--- src/rtl/axi3_write_blaster.sv ---
// AXI3 write-burst traffic generator: issues back-to-back INCR bursts on AW/W,
// counts B responses and reports the number of cycles a programmed run took.
module axi3_write_blaster #(
    parameter int                        C_AXI_ID_WIDTH    = 1,
    parameter int                        C_AXI_ADDR_WIDTH  = 32,
    parameter int                        C_AXI_DATA_WIDTH  = 32,
    parameter int                        C_MAX_OUTSTANDING = 8,
    parameter logic [C_AXI_ID_WIDTH-1:0] C_ID              = '0
) (
    input  logic                          M_AXI_ACLK,
    input  logic                          M_AXI_ARESETN,

    input  logic                          start_i,
    input  logic [31:0]                   num_bursts_i,
    input  logic [3:0]                    burst_len_i,
    input  logic [C_AXI_ADDR_WIDTH-1:0]   base_addr_i,
    output logic                          busy_o,
    output logic                          done_o,
    output logic [31:0]                   cycle_count_o,
    output logic                          bresp_err_o,

    output logic                          M_AXI_AWVALID,
    input  logic                          M_AXI_AWREADY,
    output logic [C_AXI_ID_WIDTH-1:0]     M_AXI_AWID,
    output logic [C_AXI_ADDR_WIDTH-1:0]   M_AXI_AWADDR,
    output logic [3:0]                    M_AXI_AWLEN,
    output logic [2:0]                    M_AXI_AWSIZE,
    output logic [1:0]                    M_AXI_AWBURST,
    output logic [1:0]                    M_AXI_AWLOCK,
    output logic [3:0]                    M_AXI_AWCACHE,
    output logic [2:0]                    M_AXI_AWPROT,
    output logic [3:0]                    M_AXI_AWQOS,

    output logic                          M_AXI_WVALID,
    input  logic                          M_AXI_WREADY,
    output logic [C_AXI_ID_WIDTH-1:0]     M_AXI_WID,
    output logic [C_AXI_DATA_WIDTH-1:0]   M_AXI_WDATA,
    output logic [C_AXI_DATA_WIDTH/8-1:0] M_AXI_WSTRB,
    output logic                          M_AXI_WLAST,

    input  logic                          M_AXI_BVALID,
    output logic                          M_AXI_BREADY,
    input  logic [C_AXI_ID_WIDTH-1:0]     M_AXI_BID,
    input  logic [1:0]                    M_AXI_BRESP
);

    localparam logic [2:0] AXSIZE = 3'($clog2(C_AXI_DATA_WIDTH / 8));

    typedef enum logic [1:0] {
        S_IDLE,
        S_RUN,
        S_DONE
    } state_t;

    state_t                        state;
    logic [31:0]                   num_bursts;
    logic [3:0]                    len;
    logic [C_AXI_ADDR_WIDTH-1:0]   awaddr;
    logic [C_AXI_ADDR_WIDTH-1:0]   addr_step;
    logic [31:0]                   aw_cnt;
    logic [31:0]                   w_cnt;
    logic [31:0]                   b_cnt;
    logic [3:0]                    beat;
    logic [31:0]                   data_cnt;

    logic run;
    logic aw_valid;
    logic w_valid;
    logic w_last;
    logic aw_hs;
    logic w_hs;
    logic b_hs;
    logic unused_bid;

    assign run = (state == S_RUN);

    // Valids depend only on registered state, so they cannot change while
    // waiting for READY: counters move only on handshakes and B only frees slots.
    assign aw_valid = run && (aw_cnt < num_bursts)
                      && ((aw_cnt - b_cnt) < 32'(C_MAX_OUTSTANDING));
    // W data for burst k may lead its AW because the sink accepts AW on WLAST.
    assign w_valid  = run && (w_cnt < num_bursts)
                      && ({1'b0, w_cnt} < ({1'b0, aw_cnt} + {32'd0, aw_valid}));
    assign w_last   = (beat == len);

    assign aw_hs = aw_valid && M_AXI_AWREADY;
    assign w_hs  = w_valid && M_AXI_WREADY;
    assign b_hs  = run && M_AXI_BVALID;

    assign M_AXI_AWVALID = aw_valid;
    assign M_AXI_AWID    = C_ID;
    assign M_AXI_AWADDR  = awaddr;
    assign M_AXI_AWLEN   = len;
    assign M_AXI_AWSIZE  = AXSIZE;
    assign M_AXI_AWBURST = 2'b01;
    assign M_AXI_AWLOCK  = 2'b00;
    assign M_AXI_AWCACHE = 4'b0011;
    assign M_AXI_AWPROT  = 3'b000;
    assign M_AXI_AWQOS   = 4'b0000;

    assign M_AXI_WVALID  = w_valid;
    assign M_AXI_WID     = C_ID;
    assign M_AXI_WDATA   = C_AXI_DATA_WIDTH'(data_cnt);
    assign M_AXI_WSTRB   = '1;
    assign M_AXI_WLAST   = w_last;

    assign M_AXI_BREADY  = 1'b1;
    assign unused_bid    = ^M_AXI_BID;

    // NOTE: state registers use non-blocking assignments so every flop samples
    // the pre-edge value of the others, matching what the hardware does.
    always_ff @(posedge M_AXI_ACLK or negedge M_AXI_ARESETN) begin
        if (!M_AXI_ARESETN) begin
            state         <= S_IDLE;
            num_bursts    <= '0;
            len           <= '0;
            awaddr        <= '0;
            addr_step     <= '0;
            aw_cnt        <= '0;
            w_cnt         <= '0;
            b_cnt         <= '0;
            beat          <= '0;
            data_cnt      <= '0;
            busy_o        <= 1'b0;
            done_o        <= 1'b0;
            cycle_count_o <= '0;
            bresp_err_o   <= 1'b0;
        end else begin
            done_o <= 1'b0;
            case (state)
                S_IDLE: begin
                    if (start_i) begin
                        num_bursts    <= num_bursts_i;
                        len           <= burst_len_i;
                        awaddr        <= base_addr_i;
                        addr_step     <= C_AXI_ADDR_WIDTH'({1'b0, burst_len_i} + 5'd1) << AXSIZE;
                        aw_cnt        <= '0;
                        w_cnt         <= '0;
                        b_cnt         <= '0;
                        beat          <= '0;
                        data_cnt      <= '0;
                        cycle_count_o <= '0;
                        bresp_err_o   <= 1'b0;
                        if (num_bursts_i != 32'd0) begin
                            state  <= S_RUN;
                            busy_o <= 1'b1;
                        end else begin
                            state  <= S_DONE;
                            done_o <= 1'b1;
                        end
                    end
                end

                S_RUN: begin
                    cycle_count_o <= cycle_count_o + 32'd1;
                    if (aw_hs) begin
                        aw_cnt <= aw_cnt + 32'd1;
                        awaddr <= awaddr + addr_step;
                    end
                    if (w_hs) begin
                        data_cnt <= data_cnt + 32'd1;
                        if (w_last) begin
                            beat  <= '0;
                            w_cnt <= w_cnt + 32'd1;
                        end else begin
                            beat <= beat + 4'd1;
                        end
                    end
                    if (b_hs) begin
                        b_cnt <= b_cnt + 32'd1;
                        if (M_AXI_BRESP != 2'b00) begin
                            bresp_err_o <= 1'b1;
                        end
                        if (b_cnt + 32'd1 == num_bursts) begin
                            state  <= S_DONE;
                            busy_o <= 1'b0;
                            done_o <= 1'b1;
                        end
                    end
                end

                S_DONE: begin
                    state <= S_IDLE;
                end

                default: begin
                    state  <= S_IDLE;
                    busy_o <= 1'b0;
                end
            endcase
        end
    end

endmodule
--- config.mk ---
export PLATFORM = sky130hd
export DESIGN_NAME = axi3_write_blaster
export DESIGN_NICKNAME = d
export VERILOG_FILES = /design/src/rtl/axi3_write_blaster.sv
export SDC_FILE = /design/constraint.sdc
export NUM_CORES = 1
export LEC_CHECK = 0
export BUFFER_PORTS_ARGS = -buffer_cell sky130_fd_sc_hd__clkbuf_2
export CORE_ASPECT_RATIO = 2
export CORE_UTILIZATION = 36
export CTS_BUF_LIST = sky130_fd_sc_hd__clkbuf_4 sky130_fd_sc_hd__clkbuf_8
export CTS_CLUSTER_SIZE = 40
export DETAILED_ROUTE_END_ITERATION = 10
export SYNTH_ARGS = -nofsm -noshare
export SYNTH_HDL_FRONTEND = slang
export SYNTH_SLANG_ARGS = --single-unit
--- constraint.sdc ---
create_clock -name M_AXI_ACLK -period 24.8 [get_ports M_AXI_ACLK]
set_input_delay 2.48 -clock M_AXI_ACLK [delete_from_list [all_inputs] [get_ports M_AXI_ACLK]]
set_output_delay 2.48 -clock M_AXI_ACLK [all_outputs]
set_load 0.01 [all_outputs]
==> run_results.csv <==
group,metric,value,unit
run_status,status,"finished, final reports clean",
clock_tree,cts-hold-fix-buffers,0,
placed_design,pre_cts_slack,14.02,ns
cells_and_area,area_growth_syn_to_layout,12.5,%
floorplan,die_x,161,µm
routing,wl_per_cell,22.6,µm
sta,setup_viol,0,
clock_tree,cts_root_buf,"clkbuf_8",
worst_setup_path,crit_fanout,23,
cells_and_area,layout_common_cells,"nand2_1, dfrtp_1, nor2_1",
synthesis,synth-seq-area-share,0.332,
worst_setup_path,slowest_stage,"dfrtp_1",
clock_tree,cts_setup_buffers,0,
synthesis,netlist_area,0.0183,mm²
global_route,overflow,0,
sta,max_freq,85.9,MHz
placed_design,gp_congestion,0.972,
worst_setup_path,arrival,9.16,ns
clock_tree,clock_sinks,242,
synthesis,avgSynthCellArea,8.11,µm²
clock_tree,tritoncts,"built",
cells_and_area,final_common_cell,"nand2_1",
global_route,antenna_found_initial,3,
placed_design,dpl_cell_area,0.0197,mm²
routing,drtPass1Iterations,5,
worst_setup_path,critPathKind,"reg -> out",
floorplan,die_y,321,µm
global_route,grt_max_degree,109,
cells_and_area,layoutNonFillerInstCount,3068,
power_and_ir_drop,finalPower,1.18,mW
synthesis,ys_types,79,
sta,rsz0062_at_grt,"no",
clock_tree,clk_pin_slew_worst_paths,0.06,ns
synthesis,synthCells,2252,
routing,via_per_inst,5.84,
clock_tree,cts_buffers,41,
routing,drc,0,
placed_design,port_buffers,181,
sta,layout_setup_ws,13.16,ns
routing,drt_iter0_drc,1032,
worst_setup_path,reg2reg_to,"w_cnt[30]",
worst_setup_path,rr_startpoint,"aw_cnt[21]",
global_route,grt_pass1_vias,18107,
floorplan,start_util,0.365,
clock_tree,h-tree-depth,2,
worst_setup_path,crit_path_end_kind,"output pin",
flow_run,cap_violations,0,
power_and_ir_drop,max-vdd-ir-drop,0.0603,mV
worst_setup_path,crit_end,"M_AXI_WVALID",
power_and_ir_drop,leakagePower,9.34,nW
clock_tree,clockBufferDepth,3,
hold_path,hold_depth,2,
placed_design,placed_cells,2994,
cells_and_area,drive_gt1_frac,0.129,
cells_and_area,fin_nets,2604,
global_route,grt_first_pass_wirelength,105000,µm
synthesis,yosys_warnings,0,
synthesis,ys_ff_latch,242,
sta,max_slew_margin,0.110,
routing,routed_wl,69300,µm
worst_setup_path,reg2reg_depth,29,
sta,worst_pin_slew,1.30,ns
floorplan,core-area,0.0501,mm²
cells_and_area,fillerInstances,5107,
worst_setup_path,start_kind,"flip-flop",
worst_setup_path,reg2reg_slack,14.50,ns
floorplan,io-pin-count,208,
worst_setup_path,crit_path_start,"aw_cnt[21]",
clock_tree,post_cts_resize_count,0,
synthesis,synth-async-reset-ratio,1.00,
global_route,grtUsageTotal,0.269,
routing,antenna_left,0,
routing,num_vias,17920,
power_and_ir_drop,power_density,57.4,mW/mm²
hold_path,min_path_type,"reg -> reg",
sta,fin_crit,11.64,ns
clock_tree,clk_latency,0.62,ns
sta,finalMaxSlewViolations,0,
worst_setup_path,required,22.32,ns
floorplan,dieArea,0.0517,mm²
sta,hold_violations,0,
sta,period_share,0.469,
sta,clock_skew,0.0197,ns
placed_design,hpwl,52800,µm
cells_and_area,postLayoutCellArea,0.0206,mm²
synthesis,ys.flop_type,"dfrtp_1",
worst_setup_path,slowest_delay,0.68,ns
synthesis,synth_edf_count,0,
sta,setup-tns-final,0,ns
floorplan,rows,116,
-- synth_stat cells (all sizes together) (77+ instances only) --
| library cell | n | area share |
|---|---|---|
| nand2 | 249 | 0.051 |
| dfrtp | 242 | 0.33 |
| nor2 | 186 | 0.038 |
| o21ai | 178 | 0.049 |
| ha | 137 | 0.094 |
| nand3 | 135 | 0.037 |
| a21oi | 109 | 0.030 |
| inv | 103 | 0.021 |
| nand4 | 103 | 0.035 |
| clkbuf | 86 | 0.018 |
| xnor2 | 80 | 0.038 |
| xor2 | 77 | 0.037 |
-- sequential cells by signal, summed over array words and instances, names as in the netlist --
register and count:
cycle_count_o 32, state 2, num_bursts 32, M_AXI_AWLEN 4
aw_cnt 32, done_o 1, b_cnt 32, bresp_err_o 1
w_cnt 32, addr_step 5, busy_o 1, M_AXI_WDATA 32
beat 4, M_AXI_AWADDR 32
-- per-layer routing --
layer  vias to the layer above  track usage  part of all wire
met4                         2        0.234             0.095
met5                         -            0           0.00019
met1                      8626        0.259              0.34
met2                       678        0.498              0.52
met3                       247       0.0325             0.046
li1                       8367            -                 -
-- worst min-delay path by stage --
stage / start / endpoint / slack, ns
2_1_floorplan: addr_step[2] / addr_step[2] / 0.45
3_3_place_gp: M_AXI_AWADDR[0] / M_AXI_AWADDR[0] / 0.46
3_5_place_dp: M_AXI_AWADDR[1] / M_AXI_AWADDR[1] / 0.47
4_1_cts: cycle_count_o[31] / cycle_count_o[31] / 0.49
5_1_grt: cycle_count_o[31] / cycle_count_o[31] / 0.50
6_report: M_AXI_AWADDR[1] / M_AXI_AWADDR[1] / 0.48
-- cell type report --
cell class                      count  area, µm²  area share
Antenna cell                        2       5.00    0.000243
Clock buffer                       61        771      0.0375
Clock inverter                     10        118     0.00572
Sequential cell                   242       6060       0.295
Tap cell                          649        812      0.0395
Timing Repair Buffer              206       1100      0.0536
Inverter                          103        387      0.0188
Multi-Input combinational cell   1795      11300       0.550
-- critical path, delay by kind of cell, from the launching register on --
kind                     cells  cell delay [ns]
adder cells (fa/ha/maj)      3             0.98
AO/OA/AOI/OAI               10             2.85
buffers and inverters        2             0.41
AND/OR/NAND/NOR             11             3.43
XOR/XNOR                     1             0.19
flip-flops                   1             0.68
-- cell families after synthesis --
group / after synthesis / share of synthesized area
DFF: 242 / 0.332
adders and majority gates: 138 / 0.0949
xor gates and xnor gates: 157 / 0.0753
muxes: 25 / 0.0140
buffers and inverters: 238 / 0.0559
AOI/OAI and AO/OA: 489 / 0.166
and+or+nand+nor: 961 / 0.262
other: 2 / 0.000411
-- where the power goes --
group          internal, mW  total [mW]  switching [mW]
sequential            0.435       0.484          0.0494
clock                 0.221       0.407           0.186
combinational         0.112       0.289           0.177
-- metrics by stage --
| stage | utilization | hold slack (ns) |
|---|---|---|
| 2_1_floorplan | - | 0.454 |
| 3_3_place_gp | 0.393 | 0.464 |
| 3_5_place_dp | 0.393 | 0.473 |
| 4_1_cts | 0.410 | 0.490 |
| 5_1_grt | 0.411 | 0.501 |
| 6_report | 0.411 | 0.485 |
Note: power is estimated with default switching activity, not from simulation.
